$ cat src/rtl/state_dispatcher_if.sv
// ---------------------------------------------------------------------------
// state_dispatcher_if
//   Bus bundle between the state dispatcher and its two neighbours: the
//   InexRecur state regfile (random read + append write) and the InexRecur
//   engine (dispatch valid/ready plus a one-cycle response strobe).
//
//   master : the dispatcher side
//   slave  : regfile/engine side (or a testbench standing in for them)
//
//   Regfile : st_ran_re/st_ran_addr -> st_rdata (one cycle later),
//             st_we/st_wdata append, st_full back-pressure
//   Engine  : disp_valid/disp_ready with disp_pos/disp_addr/disp_idx,
//             resp_valid/resp_push/resp_state
// ---------------------------------------------------------------------------
interface state_dispatcher_if #(
    parameter int POS_W  = 5,
    parameter int ADDR_W = 12,
    parameter int DW     = POS_W + ADDR_W + 1
) ();
    // regfile
    logic              st_ran_re;
    logic [ADDR_W-1:0] st_ran_addr;
    logic [DW-1:0]     st_rdata;
    logic              st_full;
    logic              st_we;
    logic [DW-1:0]     st_wdata;
    // engine request
    logic              disp_valid;
    logic              disp_ready;
    logic [POS_W-1:0]  disp_pos;
    logic [ADDR_W-1:0] disp_addr;
    logic [ADDR_W-1:0] disp_idx;
    // engine response
    logic              resp_valid;
    logic              resp_push;
    logic [DW-1:0]     resp_state;

    modport master (
        output st_ran_re, st_ran_addr, st_we, st_wdata,
               disp_valid, disp_pos, disp_addr, disp_idx,
        input  st_rdata, st_full, disp_ready,
               resp_valid, resp_push, resp_state
    );

    modport slave (
        input  st_ran_re, st_ran_addr, st_we, st_wdata,
               disp_valid, disp_pos, disp_addr, disp_idx,
        output st_rdata, st_full, disp_ready,
               resp_valid, resp_push, resp_state
    );
endinterface

$ cat src/rtl/state_dispatcher.sv
// ---------------------------------------------------------------------------
// state_dispatcher
//   Scans the first num entries of the InexRecur state regfile. Finished
//   entries (end bit set) are skipped; unfinished ones are handed to the
//   InexRecur engine one at a time. Each engine response may carry a child
//   state, which is appended to the regfile (dropped and flagged if the
//   regfile is full). A done pulse closes the pass; statistics hold until
//   the next accepted start.
//
//   State layout: {pos[DW-1 -: POS_W], addr[ADDR_W:1], end[0]}
//
// Ports
//   clk_i, rst_i     clock, synchronous active-high reset
//   start_i, num_i   begin a pass over entries 0..num_i-1 (IDLE only)
//   bus              regfile + engine bundle (master side)
//   busy_o           pass in progress (not IDLE, not DONE)
//   done_o           one-cycle end-of-pass pulse
//   disp_cnt_o       entries dispatched this pass
//   skip_cnt_o       entries skipped this pass
//   push_cnt_o       child states written this pass
//   overflow_o       sticky: a child state was dropped on st_full
// ---------------------------------------------------------------------------
module state_dispatcher #(
    parameter int POS_W  = 5,
    parameter int ADDR_W = 12,
    parameter int DW     = POS_W + ADDR_W + 1
) (
    input  logic               clk_i,
    input  logic               rst_i,
    input  logic               start_i,
    input  logic [ADDR_W-1:0]  num_i,
    state_dispatcher_if.master bus,
    output logic               busy_o,
    output logic               done_o,
    output logic [ADDR_W:0]    disp_cnt_o,
    output logic [ADDR_W:0]    skip_cnt_o,
    output logic [ADDR_W:0]    push_cnt_o,
    output logic               overflow_o
);

    localparam logic [ADDR_W-1:0] IDX_ONE = ADDR_W'(1);
    localparam logic [ADDR_W:0]   CNT_ONE = (ADDR_W+1)'(1);

    typedef enum logic [2:0] {
        S_IDLE,
        S_RD,
        S_CHK,
        S_DISP,
        S_WAIT,
        S_WB,
        S_DONE
    } state_t;

    state_t            state_q, state_d;
    logic [ADDR_W-1:0] num_q, num_d;
    logic [ADDR_W-1:0] idx_q, idx_d;
    logic [POS_W-1:0]  pos_q, pos_d;
    logic [ADDR_W-1:0] addr_q, addr_d;
    logic [DW-1:0]     child_q, child_d;
    logic [ADDR_W:0]   disp_cnt_q, disp_cnt_d;
    logic [ADDR_W:0]   skip_cnt_q, skip_cnt_d;
    logic [ADDR_W:0]   push_cnt_q, push_cnt_d;
    logic              ovf_q, ovf_d;

    logic              ran_re;
    logic              we;
    logic              dvalid;
    logic              done;

    // Advancing past the current entry: either the pass ends or we read
    // the next index. num_q is never 0 while scanning, so num_q-1 is safe.
    logic              last_idx;
    state_t            after_entry;
    logic [ADDR_W-1:0] idx_next;

    assign last_idx    = (idx_q == (num_q - IDX_ONE));
    assign after_entry = last_idx ? S_DONE : S_RD;
    assign idx_next    = last_idx ? idx_q : (idx_q + IDX_ONE);

    // ------------------------------------------------------------------
    // state register
    // ------------------------------------------------------------------
    always_ff @(posedge clk_i) begin
        if (rst_i) begin
            state_q    <= S_IDLE;
            num_q      <= '0;
            idx_q      <= '0;
            pos_q      <= '0;
            addr_q     <= '0;
            child_q    <= '0;
            disp_cnt_q <= '0;
            skip_cnt_q <= '0;
            push_cnt_q <= '0;
            ovf_q      <= 1'b0;
        end else begin
            state_q    <= state_d;
            num_q      <= num_d;
            idx_q      <= idx_d;
            pos_q      <= pos_d;
            addr_q     <= addr_d;
            child_q    <= child_d;
            disp_cnt_q <= disp_cnt_d;
            skip_cnt_q <= skip_cnt_d;
            push_cnt_q <= push_cnt_d;
            ovf_q      <= ovf_d;
        end
    end

    // ------------------------------------------------------------------
    // next state / outputs
    // ------------------------------------------------------------------
    always_comb begin
        state_d    = state_q;
        num_d      = num_q;
        idx_d      = idx_q;
        pos_d      = pos_q;
        addr_d     = addr_q;
        child_d    = child_q;
        disp_cnt_d = disp_cnt_q;
        skip_cnt_d = skip_cnt_q;
        push_cnt_d = push_cnt_q;
        ovf_d      = ovf_q;
        ran_re     = 1'b0;
        we         = 1'b0;
        dvalid     = 1'b0;
        done       = 1'b0;

        case (state_q)
            S_IDLE: begin
                if (start_i) begin
                    num_d      = num_i;
                    idx_d      = '0;
                    disp_cnt_d = '0;
                    skip_cnt_d = '0;
                    push_cnt_d = '0;
                    ovf_d      = 1'b0;
                    state_d    = (num_i != '0) ? S_RD : S_DONE;
                end
            end

            S_RD: begin
                ran_re  = 1'b1;
                state_d = S_CHK;
            end

            // st_rdata is the registered regfile output for idx_q
            S_CHK: begin
                if (bus.st_rdata[0]) begin
                    skip_cnt_d = skip_cnt_q + CNT_ONE;
                    idx_d      = idx_next;
                    state_d    = after_entry;
                end else begin
                    pos_d   = bus.st_rdata[DW-1 -: POS_W];
                    addr_d  = bus.st_rdata[ADDR_W:1];
                    state_d = S_DISP;
                end
            end

            S_DISP: begin
                dvalid = 1'b1;
                if (bus.disp_ready) begin
                    disp_cnt_d = disp_cnt_q + CNT_ONE;
                    state_d    = S_WAIT;
                end
            end

            // Responses are only honoured here; a stray strobe elsewhere
            // has no effect.
            S_WAIT: begin
                if (bus.resp_valid) begin
                    if (bus.resp_push) begin
                        child_d = bus.resp_state;
                        state_d = S_WB;
                    end else begin
                        idx_d   = idx_next;
                        state_d = after_entry;
                    end
                end
            end

            // Appends land beyond num_q, so they are not revisited this pass.
            S_WB: begin
                if (!bus.st_full) begin
                    we         = 1'b1;
                    push_cnt_d = push_cnt_q + CNT_ONE;
                end else begin
                    ovf_d = 1'b1;
                end
                idx_d   = idx_next;
                state_d = after_entry;
            end

            S_DONE: begin
                done    = 1'b1;
                state_d = S_IDLE;
            end

            default: state_d = S_IDLE;
        endcase
    end

    // Data fields are zeroed outside their strobes so a reset leaves
    // every output at 0 regardless of stale registers.
    assign bus.st_ran_re   = ran_re;
    assign bus.st_ran_addr = ran_re ? idx_q : '0;
    assign bus.st_we       = we;
    assign bus.st_wdata    = we ? child_q : '0;
    assign bus.disp_valid  = dvalid;
    assign bus.disp_pos    = dvalid ? pos_q  : '0;
    assign bus.disp_addr   = dvalid ? addr_q : '0;
    assign bus.disp_idx    = dvalid ? idx_q  : '0;

    assign busy_o     = (state_q != S_IDLE) && (state_q != S_DONE);
    assign done_o     = done;
    assign disp_cnt_o = disp_cnt_q;
    assign skip_cnt_o = skip_cnt_q;
    assign push_cnt_o = push_cnt_q;
    assign overflow_o = ovf_q;

endmodule
$ cat src/flat_wrapper.sv
// flat-port wrapper written by rule: the top's interface ports become plain ports
module state_dispatcher_flat 
#(
    parameter int POS_W  = 5,
    parameter int ADDR_W = 12,
    parameter int DW     = POS_W + ADDR_W + 1
)
  (clk_i, rst_i, start_i, num_i, busy_o, done_o, disp_cnt_o, skip_cnt_o, push_cnt_o, overflow_o, bus_st_ran_re, bus_st_ran_addr, bus_st_we, bus_st_wdata, bus_disp_valid, bus_disp_pos, bus_disp_addr, bus_disp_idx, bus_st_rdata, bus_st_full, bus_disp_ready, bus_resp_valid, bus_resp_push, bus_resp_state);
  state_dispatcher_if #(.POS_W(POS_W), .ADDR_W(ADDR_W), .DW(DW)) bus_i ();
  input  logic clk_i;
  input  logic rst_i;
  input  logic start_i;
  input  logic [ADDR_W-1:0] num_i;
  output logic busy_o;
  output logic done_o;
  output logic [ADDR_W:0] disp_cnt_o;
  output logic [ADDR_W:0] skip_cnt_o;
  output logic [ADDR_W:0] push_cnt_o;
  output logic overflow_o;
  output wire logic [$bits(bus_i.st_ran_re)-1:0] bus_st_ran_re;
  output wire logic [$bits(bus_i.st_ran_addr)-1:0] bus_st_ran_addr;
  output wire logic [$bits(bus_i.st_we)-1:0] bus_st_we;
  output wire logic [$bits(bus_i.st_wdata)-1:0] bus_st_wdata;
  output wire logic [$bits(bus_i.disp_valid)-1:0] bus_disp_valid;
  output wire logic [$bits(bus_i.disp_pos)-1:0] bus_disp_pos;
  output wire logic [$bits(bus_i.disp_addr)-1:0] bus_disp_addr;
  output wire logic [$bits(bus_i.disp_idx)-1:0] bus_disp_idx;
  input wire logic [$bits(bus_i.st_rdata)-1:0] bus_st_rdata;
  input wire logic [$bits(bus_i.st_full)-1:0] bus_st_full;
  input wire logic [$bits(bus_i.disp_ready)-1:0] bus_disp_ready;
  input wire logic [$bits(bus_i.resp_valid)-1:0] bus_resp_valid;
  input wire logic [$bits(bus_i.resp_push)-1:0] bus_resp_push;
  input wire logic [$bits(bus_i.resp_state)-1:0] bus_resp_state;
  assign bus_st_ran_re = bus_i.st_ran_re;
  assign bus_st_ran_addr = bus_i.st_ran_addr;
  assign bus_st_we = bus_i.st_we;
  assign bus_st_wdata = bus_i.st_wdata;
  assign bus_disp_valid = bus_i.disp_valid;
  assign bus_disp_pos = bus_i.disp_pos;
  assign bus_disp_addr = bus_i.disp_addr;
  assign bus_disp_idx = bus_i.disp_idx;
  assign bus_i.st_rdata = bus_st_rdata;
  assign bus_i.st_full = bus_st_full;
  assign bus_i.disp_ready = bus_disp_ready;
  assign bus_i.resp_valid = bus_resp_valid;
  assign bus_i.resp_push = bus_resp_push;
  assign bus_i.resp_state = bus_resp_state;
  state_dispatcher #(.POS_W(POS_W), .ADDR_W(ADDR_W), .DW(DW)) u_core (.clk_i(clk_i), .rst_i(rst_i), .start_i(start_i), .num_i(num_i), .bus(bus_i), .busy_o(busy_o), .done_o(done_o), .disp_cnt_o(disp_cnt_o), .skip_cnt_o(skip_cnt_o), .push_cnt_o(push_cnt_o), .overflow_o(overflow_o));
endmodule
$ cat config.mk
export PLATFORM = sky130hd
export DESIGN_NAME = state_dispatcher_flat
export DESIGN_NICKNAME = d
export VERILOG_FILES = /design/src/rtl/state_dispatcher_if.sv /design/src/rtl/state_dispatcher.sv /design/src/flat_wrapper.sv
export SDC_FILE = /design/constraint.sdc
export NUM_CORES = 1
export LEC_CHECK = 0
export BUFFER_PORTS_ARGS = -buffer_cell sky130_fd_sc_hd__buf_2
export CAP_MARGIN = 5
export CORE_ASPECT_RATIO = 1.4
export CORE_UTILIZATION = 51
export CTS_CLUSTER_SIZE = 28
export DETAILED_ROUTE_END_ITERATION = 8
export GPL_ROUTABILITY_DRIVEN = 0
export GPL_TIMING_DRIVEN = 0
export PLACE_DENSITY = 0.8
export SLEW_MARGIN = 20
export SYNTH_ARGS = -nofsm -noshare
export SYNTH_HDL_FRONTEND = slang
export SYNTH_SLANG_ARGS = --single-unit
$ cat constraint.sdc
create_clock -name clk_i -period 3.01 [get_ports clk_i]
set_input_delay 0.602 -clock clk_i [delete_from_list [all_inputs] [get_ports clk_i]]
set_output_delay 0.602 -clock clk_i [all_outputs]
set_load 0.02 [all_outputs]
# [Word level (Yosys, flattened, before mapping)]
# Cells that the tools add are included.
[word_totals] out_inout_bits=104 wordCells=82 regBits=102
[op_classes] n_mux=34 addsub=5 eq_ne=15 bitwise_logic=1 n_reduce_logical=17
[ops] cell="$mux W12" n=8
[ops] cell="$pmux W13 S2" n=3
[ops] cell="$mux W13" n=4
[ops] cell="$pmux W12 S4" n=1
[ops] cell="$add A13 B1 Y13 const B" n=3
[ops] cell="$mux W3" n=7
[ops] cell="$mux W18" n=1
[ops] cell="$pmux W3 S6" n=1
[ops] cell="$reduce_and A3 Y1" n=6
[ops] cell="$ne A2 B2 Y1 const B" n=7
[ops] cell="$add A12 B1 Y12 const B" n=1
[ops] cell="$eq A12 B12 Y1" n=1
[ops] cell="$reduce_bool A12 Y1" n=1
[ops] cell="$sub A12 B1 Y12 const B" n=1
[ops] cell="$eq A3 B3 Y1 const B" n=3
[ops] cell="$mux W1" n=7
[ops] cell="$eq A3 B2 Y1 const B" n=2
[ops] cell="$reduce_bool A2 Y1" n=3
[ops] cell="$mux W5" n=1
[ops] cell="$reduce_and A5 Y1" n=1
[ops] cell="$reduce_and A2 Y1" n=2
[ops] cell="$reduce_bool A4 Y1" n=1
[ops] cell="$eq A3 B1 Y1 const B" n=1
[ops] cell="$logic_not A3 Y1" n=1
[ops] cell="other kinds (5)" n=5

# [Depth between registers and ports, before layout]
[logic_depth] depth_word=6 ltp_mapped=11 ltp_nobuf=9

# [Worst setup path after synthesis]
# Ideal clock, no wire load.
[synth_path] kind="reg-to-reg" start="register u_core.num_q[0]" end="register u_core.idx_q[9]" t_required_ps=2938 path_stages_with_launch=12 arrival_time_ps=2450 setup_slack_ps=489 setup_time_ps=72 period_less_slack_ps=2521 path_cell_list="dfxtp_1 > inv_1 > ha_1 > clkbuf_1 > nor3b_1 > and3_1 > a211o_1 > a32oi_1 > nor4_4 > buf_6 > nor4_1 > mux2i_1"
[synth_between] elab_chain_len=6
[synth_lines] item="start, declared" line_no="state_dispatcher.sv:55" text="logic [ADDR_W-1:0] num_q, num_d;"
[synth_lines] item="start signal, assigned" line_no="state_dispatcher.sv:97" text="num_q <= num_d;"
[synth_lines] item="$sub A12 B1 Y12 (*)" line_no="state_dispatcher.sv:76" text="assign last_idx = (idx_q == (num_q - IDX_ONE));"
[synth_lines] item="$eq A12 B12 Y1 (*)" line_no="state_dispatcher.sv:76"
[synth_lines] item="$mux W12 (*)" line_no="state_dispatcher.sv:78" text="assign idx_next = last_idx ? idx_q : (idx_q + IDX_ONE);"
[synth_lines] item="$mux W12" line_no="state_dispatcher.sv:171" text="if (bus.resp_push) begin"
[synth_lines] item="$mux W12" line_no="state_dispatcher.sv:170" text="if (bus.resp_valid) begin"
[synth_lines] item="$pmux W12 S4 (*)" line_no="state_dispatcher.sv:128" text="case (state_q)"
[synth_lines] item="end signal, assigned" line_no="state_dispatcher.sv:98" text="idx_q <= idx_d;"
[synth_lines] item="end, declared" line_no="state_dispatcher.sv:56" text="logic [ADDR_W-1:0] idx_q, idx_d;"
# Mark *: on every way between the ends. The rest lies on a longest branch, timed or not. The select of a mux whose other input is x is not followed.
# A chain may end at the register's enable or synchronous reset.

# [Worst setup path in the final report]
[layout_path] start="register u_core.state_q[0]" end="output bus_disp_idx[9]"
[layout_between] elab_chain_len=3
[layout_lines] item="start, declared" line_no="state_dispatcher.sv:54" text="state_t state_q, state_d;"
[layout_lines] item="start signal, assigned" line_no="state_dispatcher.sv:96" text="state_q <= state_d;"
[layout_lines] item="$eq A3 B2 Y1" line_no="state_dispatcher.sv:128"
[layout_lines] item="$mux W1" line_no="state_dispatcher.sv:128"
[layout_lines] item="$mux W12" line_no="state_dispatcher.sv:211" text="assign bus.disp_idx = dvalid ? idx_q : '0;"
[layout_lines] item="end, declared" line_no="flat_wrapper.sv:27" text="output wire logic [$bits(bus_i.disp_idx)-1:0] bus_disp_idx;"
# Every way passes these cells.

==> flow_summary.json <==
{
  "cp-start-kind": "register",
  "firstDrtPassIters": 5,
  "whs_path_depth": 2,
  "m1WireLength_microns": 5408,
  "min_to": "u_core.child_q[13]$_SDFFE_PP0P_",
  "finalSetupViolCount": 0,
  "peakVddDrop_v": 0.0003951,
  "ys_types": 50,
  "rows": 42,
  "pre_cts_ws_ps": 214.8,
  "total_power_mw": 2.800,
  "ctsLongestPathBuffers": 2,
  "syn-cell-area_sq_um": 5097,
  "report.final.slew_viol_count": 0,
  "grt_pass1_vias": 4985,
  "drv_cap": 0,
  "critPathKind": "reg2out",
  "yosysSeqAreaShare_pct": 40.06,
  "initial_core_util_pct": 53.30,
  "status": "completed",
  "min_path_type": "reg2reg",
  "overflow": 0,
  "tightestPinTransition_ps": 836.1,
  "crit_path_max_incr_delay_ps": 350,
  "cp_max_fo": 10,
  "holdCritStartpoint": "u_core.child_q[13]$_SDFFE_PP0P_",
  "reg2reg_from": "u_core.num_q[0]$_SDFFE_PP0P_",
  "clk_pin_slew_ps": 70,
  "rsz0062_at_grt": "no",
  "die_y_microns": 120.3,
  "finalHoldViolCount": 0,
  "synthFlopType": "dfxtp_1",
  "syn_avg_cell_area_sq_um": 7.735,
  "portBuffers": 156,
  "grt.total_usage_pct": 27.10,
  "antenna_found_initial": 0,
  "place_area_sq_um": 6043,
  "register_area_sq_um": 2042,
  "die-area_sq_um": 10400,
  "ys_async_sr_fraction_pct": 0,
  "crit_path_frequent_cell": "clkbuf_1",
  "htree_levels": 3,
  "dp_cells": 947,
  "p_leak_nw": 2.706,
  "drcViolationCount": 0,
  "final.setup_skew_ps": 5.519,
  "rr_worst_depth": 11,
  "io_pins": 159,
  "cts_made_buffers": 9,
  "cts_tree": "yes",
  "area_delta_synth_final_pct": 24.30,
  "vias": 5182,
  "clock-sinks": 102,
  "antenna_left": 0,
  "grt_max_degree": 17,
  "final_area_sq_um": 6336,
  "topRoutingLayerUsed": "met4",
  "utilization_pct": 66.25,
  "relSlewSlack_pct": 44.11,
  "setup_tns_ps": 0,
  "yosys_warnings": 0,
  "dr_wl_met2_microns": 7139,
  "nFillCells": 903,
  "period_share_pct": 96.80,
  "layout-drive-gt1-share_pct": 21.90,
  "fp.coreArea_sq_um": 9564,
  "fmaxAchievable_mhz": 343.2,
  "avgRoutedWirePerCell_microns": 14.27,
  "powerDensity_nw_per_um2": 442.0,
  "clockRootBuffer": "clkbuf_16",
  "setup_slack_ps": 96.30,
  "insertion_delay_ps": 350,
  "wl_met3_microns": 793,
  "crit_slowest_cell": "clkbuf_1",
  "synth_nets": 719,
  "synth-edff-count": 0,
  "hold_buffers": 0,
  "ys_ff_latch": 102,
  "die_w_microns": 86.50,
  "drt-total-wl_microns": 13740,
  "reg2reg_to": "u_core.idx_q[9]$_SDFFE_PP0P_",
  "holdWs_ps": 453.2,
  "cp-end-kind": "output port",
  "worstPathCellList": "clkbuf_1, and3b_1, clkbuf_1, clkbuf_1, and2_1, buf_2",
  "diodes": 0,
  "nets": 886,
  "worstPathRequired_ps": 2410,
  "fin_cells": 963,
  "dp_hpwl_microns": 10390,
  "vias_per_cell": 5.381,
  "multiInputGateArea_sq_um": 2880,
  "grt_pass1_wl_microns": 22400,
  "drtIter0Drc": 225,
  "syn_inst": 659,
  "min_period_ps": 2914,
  "worstPathArrival_ps": 2310,
  "regToRegSetupSlack_ps": 190
}
[final cells by class]
cell class | count | area share [%]
Buffer | 39 | 2.547
Clock buffer | 11 | 3.673
Clock inverter | 5 | 0.5727
Inverter | 10 | 0.5924
Multi-Input combinational cell | 508 | 45.46
Sequential cell | 102 | 32.23
Tap cell | 132 | 2.607
Timing Repair Buffer | 156 | 12.32
[layout by cell type (no fill, tap or decap), drive strengths merged, types with 10 or more instances in the layout]
cell type	n
xor2	21
and3	12
dfxtp	102
a21oi	72
xnor2	20
or3	15
nor2	53
o21ai	21
nand2	129
inv	10
nand3	17
clkbuf	48
and2	63
buf	158
[worst max-delay path by stage]
stage | startpoint | endpoint | slack, ps | depth (start not counted)
2_1_floorplan | u_core.num_q[0]$_SDFFE_PP0P_ | u_core.idx_q[9]$_SDFFE_PP0P_ | 490 | 11
3_3_place_gp | bus_st_full | bus_st_wdata[1] | 280 | 5
3_5_place_dp | u_core.num_q[0]$_SDFFE_PP0P_ | u_core.idx_q[9]$_SDFFE_PP0P_ | 210 | 11
4_1_cts | u_core.state_q[1]$_SDFFE_PP0P_ | bus_disp_idx[9] | 60 | 6
5_1_grt | u_core.state_q[0]$_SDFFE_PP0P_ | bus_disp_idx[9] | 3 | 6
6_report | u_core.state_q[0]$_SDFFE_PP0P_ | bus_disp_idx[9] | 100 | 6
[power breakdown]
part | internal, mW | switching, mW | total [mW]
Clock | 0.561 | 0.513 | 1.07
Combinational | 0.124 | 0.201 | 0.325
Sequential | 1.37 | 0.0293 | 1.40
[metal layers]
| layer | GRT usage (%) | vias up |
|---|---|---|
| met5 | 0 | - |
| met4 | 11.77 | 0 |
| met3 | 5.529 | 35 |
| met2 | 49.45 | 175 |
| met1 | 29.84 | 2407 |
| li1 | - | 2565 |
[Yosys cell counts (7+ instances only)]
cell / number / area [sq um]
nand2_1: 129 / 484.2
dfxtp_1: 102 / 2042
a21oi_1: 72 / 360.4
and2_1: 63 / 394.1
nor2_1: 53 / 198.9
clkbuf_1: 37 / 138.9
xor2_1: 21 / 183.9
o21ai_0: 20 / 100.1
xnor2_1: 20 / 175.2
nand3_1: 17 / 85.08
or3_1: 15 / 93.84
and3_1: 12 / 75.07
inv_1: 10 / 37.54
nand4_1: 9 / 56.30
or4_1: 7 / 52.55
[cells by family after synthesis]
group / count (synthesis) / synth area share [%]
and+or+nand+nor: 341 / 33.90
AOI/OAI and AO/OA: 118 / 13.35
DFF: 102 / 40.06
buffers and inverters: 49 / 3.829
xor gates and xnor gates: 41 / 7.045
adders and majority gates: 5 / 1.227
muxes: 3 / 0.5891
[worst max-delay path, delay by kind of cell, from the launching register on]
kind / cells / cell delay (ps)
simple gates: 2 / 440
buf+inv: 4 / 1200
flops: 1 / 320
[sequential cells by signal (all words and copies together), names as in the netlist]
register           count
u_core.pos_q           5
u_core.child_q        18
u_core.num_q          12
u_core.push_cnt_o     13
u_core.idx_q          12
u_core.overflow_o      1
u_core.state_q         3
u_core.disp_cnt_o     13
u_core.skip_cnt_o     13
u_core.addr_q         12
[repair_timing]
item                                    4_1_cts  5_1_grt
buffers inserted                              0        0
pin swaps                                     0        0
endpoints found under the setup margin       27       54
resized for setup                             2        7
Note: power is estimated with default switching activity, not from simulation.
